$ cat config.mk
export PLATFORM = sky130hd
export DESIGN_NAME = inst_queue
export DESIGN_NICKNAME = d
export VERILOG_FILES = /design/src/rtl/inst_queue.sv
export SDC_FILE = /design/constraint.sdc
export NUM_CORES = 1
export LEC_CHECK = 0
export CAP_MARGIN = 15
export CORE_UTILIZATION = 45
export DETAILED_ROUTE_END_ITERATION = 12
export GPL_ROUTABILITY_DRIVEN = 0
export PLACE_DENSITY_LB_ADDON = 0.25
export SLEW_MARGIN = 25
export SYNTH_ARGS = -nofsm -noshare
export SYNTH_HDL_FRONTEND = slang
export SYNTH_SLANG_ARGS = --single-unit
$ cat constraint.sdc
create_clock -name clk -period 9.28 [get_ports clk]
set_clock_uncertainty 0.05 [all_clocks]
set_input_delay 1.856 -clock clk [delete_from_list [all_inputs] [get_ports clk]]
set_output_delay 1.856 -clock clk [all_outputs]
set_load 0.01 [all_outputs]
$ cat src/rtl/inst_queue.sv
// Instruction queue between fetch and decode.
// Circular buffer of {pc,inst} entries: up to two pushes and two pops per cycle,
// with the two oldest entries always visible to decode.
module inst_queue #(
  parameter int DEPTH = 8,
  parameter int PTR_W = 3
) (
  input  logic              clk,
  input  logic              rst_n,
  input  logic              flush,
  input  logic              in_valid,
  input  logic [31:0]       in_pc,
  input  logic [31:0]       in_inst,
  input  logic              in_inst2_valid,
  input  logic [31:0]       in_inst2,
  output logic              in_ready,
  output logic [1:0]        push_num,
  input  logic [1:0]        pop_num,
  output logic              out0_valid,
  output logic [31:0]       out0_pc,
  output logic [31:0]       out0_inst,
  output logic              out1_valid,
  output logic [31:0]       out1_pc,
  output logic [31:0]       out1_inst,
  output logic [PTR_W:0]    count
);

  logic [31:0]      pc_mem   [DEPTH];
  logic [31:0]      inst_mem [DEPTH];
  logic [PTR_W-1:0] head;
  logic [PTR_W-1:0] tail;
  logic [PTR_W-1:0] head_p1;
  logic [PTR_W-1:0] tail_p1;
  logic [PTR_W:0]   free_slots;
  logic             push_ok;
  logic [1:0]       pop_eff;

  // Decode may ask for 3; it never gets more than 2, nor more than is held.
  function automatic logic [1:0] clamp_pop(input logic [1:0] req,
                                           input logic [PTR_W:0] held);
    logic [1:0] lim;
    lim = (req == 2'd3) ? 2'd2 : req;
    if (held < (PTR_W+1)'(lim))
      return held[1:0];
    return lim;
  endfunction

  assign head_p1 = head + PTR_W'(1);
  assign tail_p1 = tail + PTR_W'(1);

  // Acceptance looks only at current occupancy, never at the same-cycle pop,
  // so in_ready has no combinational path from decode.
  assign free_slots = (PTR_W+1)'(DEPTH) - count;
  assign in_ready   = (free_slots >= (PTR_W+1)'(2));
  assign push_ok    = rst_n && in_valid && in_ready && !flush;
  assign push_num   = push_ok ? (in_inst2_valid ? 2'd2 : 2'd1) : 2'd0;
  assign pop_eff    = clamp_pop(pop_num, count);

  // Head and head+1 read straight from storage; zeroed when not occupied.
  always_comb begin
    out0_valid = (count >= (PTR_W+1)'(1));
    out1_valid = (count >= (PTR_W+1)'(2));
    out0_pc    = out0_valid ? pc_mem[head]      : 32'd0;
    out0_inst  = out0_valid ? inst_mem[head]    : 32'd0;
    out1_pc    = out1_valid ? pc_mem[head_p1]   : 32'd0;
    out1_inst  = out1_valid ? inst_mem[head_p1] : 32'd0;
  end

  // Pointer and occupancy update; flush outranks push and pop.
  always_ff @(posedge clk or negedge rst_n) begin
    if (!rst_n) begin
      head  <= '0;
      tail  <= '0;
      count <= '0;
    end else if (flush) begin
      head  <= '0;
      tail  <= '0;
      count <= '0;
    end else begin
      head  <= head + PTR_W'(pop_eff);
      tail  <= tail + PTR_W'(push_num);
      count <= count + (PTR_W+1)'(push_num) - (PTR_W+1)'(pop_eff);
    end
  end

  // Entry storage; contents are left as-is on reset since count gates visibility.
  always_ff @(posedge clk) begin
    if (push_ok) begin
      pc_mem[tail]   <= in_pc;
      inst_mem[tail] <= in_inst;
      if (in_inst2_valid) begin
        pc_mem[tail_p1]   <= in_pc + 32'd4;
        inst_mem[tail_p1] <= in_inst2;
      end
    end
  end

endmodule

## After elaboration in Yosys (flattened, before gate mapping)

Memory sizes are Yosys's and may differ from the RTL's.
Cells that the tools add are included.

| word-level totals | value |
|---|---|
| bits of input ports | 103 |
| output and inout bits | 137 |
| RAM bits | 512 |
| flip-flop bits (word level) | 10 |
| word-level logic and storage cells | 40 |
| memories kept | 2 |

| operators by class | value |
|---|---|
| muxes and demuxes | 18 |
| order comparisons | 4 |
| eq/ne operators | 1 |
| reductions and logical operators | 4 |
| $add $sub $neg | 8 |

Memory list:

| name | depth | width | rd ports | clocked after Yosys merged registers in | wr ports | line | source |
|---|---|---|---|---|---|---|---|
| inst_mem | 8 | 32 | 2 | 0 | 2 | 29 | `logic [31:0] inst_mem [DEPTH];` |
| pc_mem | 8 | 32 | 2 | 0 | 2 | 28 | `logic [31:0] pc_mem [DEPTH];` |

Operators by type and width:

| kind | number |
|---|---|
| $mux 32 | 4 |
| $add 32x3->32 const B | 1 |
| $mux 2 | 5 |
| $ge 4x2->1 const B | 2 |
| $add 3x1->3 const B | 2 |
| $add 3x2->3 | 2 |
| $mux 1 | 6 |
| $mux 3 | 2 |
| $add 4x2->4 | 1 |
| $ge 4x1->1 const B | 1 |
| $lt 4x2->1 | 1 |
| $mux 4 | 1 |
| $sub 4x2->4 | 1 |
| $sub 4x4->4 const A | 1 |
| $logic_and 1x1->1 | 3 |
| $eq 2x2->1 const B | 1 |
| $logic_not 1->1 | 1 |

## Logic depth before layout (Yosys ltp)

| logic depth | value |
|---|---|
| depth after elaboration | 8 |
| gate-level depth with buffers | 14 |
| gate-level depth less buffers | 14 |

## Worst setup path after synthesis

Ideal clock, no wire load.

| timing path | value |
|---|---|
| path type | input to register |
| start point | input port flush |
| end point | memory inst_mem[2][0], enable pin |
| stages on the path | 2 |
| setup slack | -0.066 ns |
| path buffers | 0 |
| required time | 8.569 ns |
| data arrival time | 8.634 ns |
| setup time | 0.661 ns |
| path through | nand3b_1 o41ai_1 |

RTL lines:

| what | line | source |
|---|---|---|
| start: declaration | 10 | `input logic flush,` |
| end: declaration | 29 |  |

## Worst setup path in the final report

| timing path | value |
|---|---|
| start point | register head[0] |
| end point | output port out1_inst[31] |

| between the ends | value |
|---|---|
| word-level cells in the longest chain between the ends | 3 |

RTL lines:

| what | line | source |
|---|---|---|
| start: declaration | 30 | `logic [PTR_W-1:0] head;` |
| start signal: assignment | 80 | `head <= head + PTR_W'(pop_eff);` |
| $add 3x1->3 | 48 | `assign head_p1 = head + PTR_W'(1);` |
| $mem_v2 8x32 | -- |  |
| $mux 32 | 66 | `out1_inst = out1_valid ? inst_mem[head_p1] : 32'd0;` |
| end: declaration | 24 | `output logic [31:0] out1_inst,` |

Every way passes these cells.

==> run_results.csv <==
group,metric,value,unit
run_status,run_status,"finished, final reports clean",
clock_tree,post_cts_resize_count,0,
timing,post-route-min-period,6.37,ns
timing,worst-slew-pin-transition,1.17,ns
drt,final_wl,101000,µm
clock_tree,tritoncts_num_sinks,522,
global_route,grt_first_pass_wirelength,149000,µm
clock_tree,clkSlewWorstSetupHoldPaths,0.06,ns
yosys,syn_nets,2922,
clock_tree,cts-root-to-sink-buffers,3,
timing,slew_headroom,21.4,%
drt,first_iter_violations,2666,
yosys,synthDistinctLibCells,49,
worst_setup_path,worstPathArrival,4.46,ns
worst_setup_path,worst-endpoint-required,7.37,ns
clock_tree,tritoncts.num_buffers,57,
global_route,grt-ovfl-total,0,
finish,final_nets,2976,
global_route,largest_net_degree_at_the_start_of_global_routing,150,
pwr,peakVddDrop,0.293,mV
worst_setup_path,worst_setup_path_end_kind,"output pin",
global_route,grt_pass1_vias,23110,
clock_tree,postCtsSetupBuffers,0,
run,max_cap_viol_count,0,
floorplanning,fp.coreArea,68700,µm²
yosys,post_synth_edffs,512,
timing,final_max_slew_viol_count,0,
placed_design,buffer_ports.inserted,239,
yosys,synth_cells,2799,
timing,finalHoldViolations,0,
finish,multiInputGateArea,14600,µm²
drt,wl_per_cell,26.4,µm
timing,setup_violations,0,
floorplanning,starting_density,45.6,%
yosys,ys_async_sr_fraction,1.92,%
finish,area_delta_synth_final,15.2,%
placed_design,detailedPlacementHpwl,55600,µm
clock_tree,postCtsHoldBufs,0,
floorplanning,die_h,266,µm
clock_tree,h_tree_lvls,2,
global_route,grtUsageTotal,28.6,%
pwr,power.leakage,12.7,nW
floorplanning,io-pin-count,240,
worst_setup_path,crit_path_max_fanout,96,
finish,regArea,15600,µm²
drt,route.detailed.drc,0,
worst_hold_path,worstHoldPathType,"reg2reg",
floorplanning,placement_rows,96,
clock_tree,clock_tree_root_driver_cell,"sky130_fd_sc_hd__clkbuf_16",
timing,timing.hold.ws,0.778,ns
timing,maxClockFrequency,157,MHz
pwr,power.density_cell_area,270,nW/µm²
yosys,synthesis.area,31300,µm²
finish,drive_gt1_share,14.3,%
timing,rsz0062_at_grt,"false",
clock_tree,insertion_delay,0.62,ns
drt,num_vias,22941,
yosys,synthesis.area_per_instance,11.2,µm²
timing,min_period_over_period,68.6,%
floorplanning,die_width,266,µm
yosys,synth_warnings,0,
drt,detail_route.first_pass.iterations,6,
floorplanning,dieArea,70700,µm²
pwr,total_power,9.74,mW
finish,n_fill_cell,5907,
drt,antenna_left,0,
yosys,commonest_register_cell_after_synthesis,"sky130_fd_sc_hd__edfxtp_1",
drt,viasPerCell,5.98,
worst_setup_path,path_class,"reg2out",
yosys,number_of_synthesized_register_bits,522,
yosys,synth-seq-area-share,49.9,%
clock_tree,tritoncts,"built",
global_route,number_of_antenna_violations_at_the_first_check_in_global_routing,6,
worst_setup_path,worst_setup_path_start_kind,"flop",
-- synth_stat cells, drive strengths merged, types with 16 or more instances --
cell type  instances  area (µm²)
ha                16         200
nand2           1019        3820
mux2i             64         641
edfxtp           512       15400
o21ai             27         135
inv               17        63.8
buf              145         753
xnor2             91         797
a21oi             69         345
clkbuf           139         524
mux4             256        5770
xor2             135        1180
nor2             215         810
-- per-layer routing --
metal,track usage [%],share of wire [%],vias to the layer above
li1,-,-,9849
met1,37.1,38,11509
met2,48.3,49,1328
met3,4.70,9.9,247
met4,10.6,3.4,8
met5,0,0.064,-
-- report_power, final --
part	total, mW	internal, mW	switching, mW
sequential	2.80	2.66	0.141
clock	2.27	1.30	0.975
combinational	4.66	2.24	2.42
total	9.74	6.20	3.54
-- sequential cells by signal (all words and copies together) (netlist names) --
| name | count |
|---|---|
| count | 4 |
| head | 3 |
| inst_mem | 256 |
| pc_mem | 256 |
| tail | 3 |
-- area by class of cell --
type                    count  share of cell area, %
flip-flops and latches    522                   43.3
inverters                  17                  0.177
clock buffers              72                   4.11
clock inverters            34                  0.950
well taps                 931                   3.23
repair buffers            279                   7.70
diodes                      3                 0.0208
multi-input cells        1976                   40.5
-- logic make-up after synthesis --
family,count (synthesis),synth area share [%]
simple gates,1296,16.1
flops,522,49.9
mux,320,20.4
buf+inv,301,4.28
xor+xnor,226,6.32
compound gates,114,2.10
fa+ha+maj,20,0.895
-- critical path: stages (launching register included) --
cell and delay (ns):
sky130_fd_sc_hd__dfrtp_4 0.95, sky130_fd_sc_hd__ha_4 0.65, sky130_fd_sc_hd__buf_12 0.61, sky130_fd_sc_hd__mux4_2 0.33, sky130_fd_sc_hd__nand2_1 0.06, sky130_fd_sc_hd__a21oi_1 0.48, sky130_fd_sc_hd__clkdlybuf4s50_1 0.65
-- placed cells by master, fill, tap and decap left out, types with 4 or more instances in the layout --
cell type / count
sky130_fd_sc_hd__and2_1: 4
sky130_fd_sc_hd__fa_1: 4
sky130_fd_sc_hd__and3_1: 4
sky130_fd_sc_hd__o21ai_0: 20
sky130_fd_sc_hd__a21oi_1: 67
sky130_fd_sc_hd__inv_1: 16
sky130_fd_sc_hd__nor2_1: 214
sky130_fd_sc_hd__clkinv_1: 10
sky130_fd_sc_hd__ha_1: 15
sky130_fd_sc_hd__dfrtp_1: 7
sky130_fd_sc_hd__clkinv_2: 12
sky130_fd_sc_hd__bufinv_16: 6
sky130_fd_sc_hd__nand2_1: 1019
sky130_fd_sc_hd__nand4_1: 10
sky130_fd_sc_hd__clkbuf_16: 57
sky130_fd_sc_hd__clkbuf_1: 15
sky130_fd_sc_hd__buf_4: 33
sky130_fd_sc_hd__xor2_1: 134
sky130_fd_sc_hd__xnor2_1: 90
sky130_fd_sc_hd__edfxtp_1: 512
sky130_fd_sc_hd__mux2i_1: 64
sky130_fd_sc_hd__mux4_2: 256
sky130_fd_sc_hd__nor2b_1: 5
sky130_fd_sc_hd__nor3_1: 5
sky130_fd_sc_hd__nand3_1: 12
sky130_fd_sc_hd__o21ai_4: 6
sky130_fd_sc_hd__clkdlybuf4s50_1: 239
-- through the flow --
stage | area, µm² | utilization [%] | setup WS (ns) | TNS (ns) | instances
finish | 36100 | 52.5 | 2.91 | 0 | 3834
global route | 36100 | 52.5 | 2.76 | 0 | 3832
CTS | 36000 | 52.4 | 2.35 | 0 | 3828
detailed placement | 34200 | 49.8 | 3.01 | 0 | 3722
global placement | 34200 | 49.8 | 3.07 | 0 | 3722
floorplan | 31300 | - | -0.0657 | -12.61 | 2799
-- final timing paths --
check,endpoint,start,cells after the start,slack [ns]
max in group asynchronous,head[2],rst_n,1,7.28
worst max register to register,inst_mem[1][22],count[1],8,4.68
worst min-delay path,tail[2],tail[2],2,0.78
worst min register to register,tail[2],tail[2],2,0.78
worst max-delay path,out1_inst[31],head[0],6,2.91
min in group asynchronous,count[0],rst_n,1,1.52
Power figures use the tool's default switching activity.
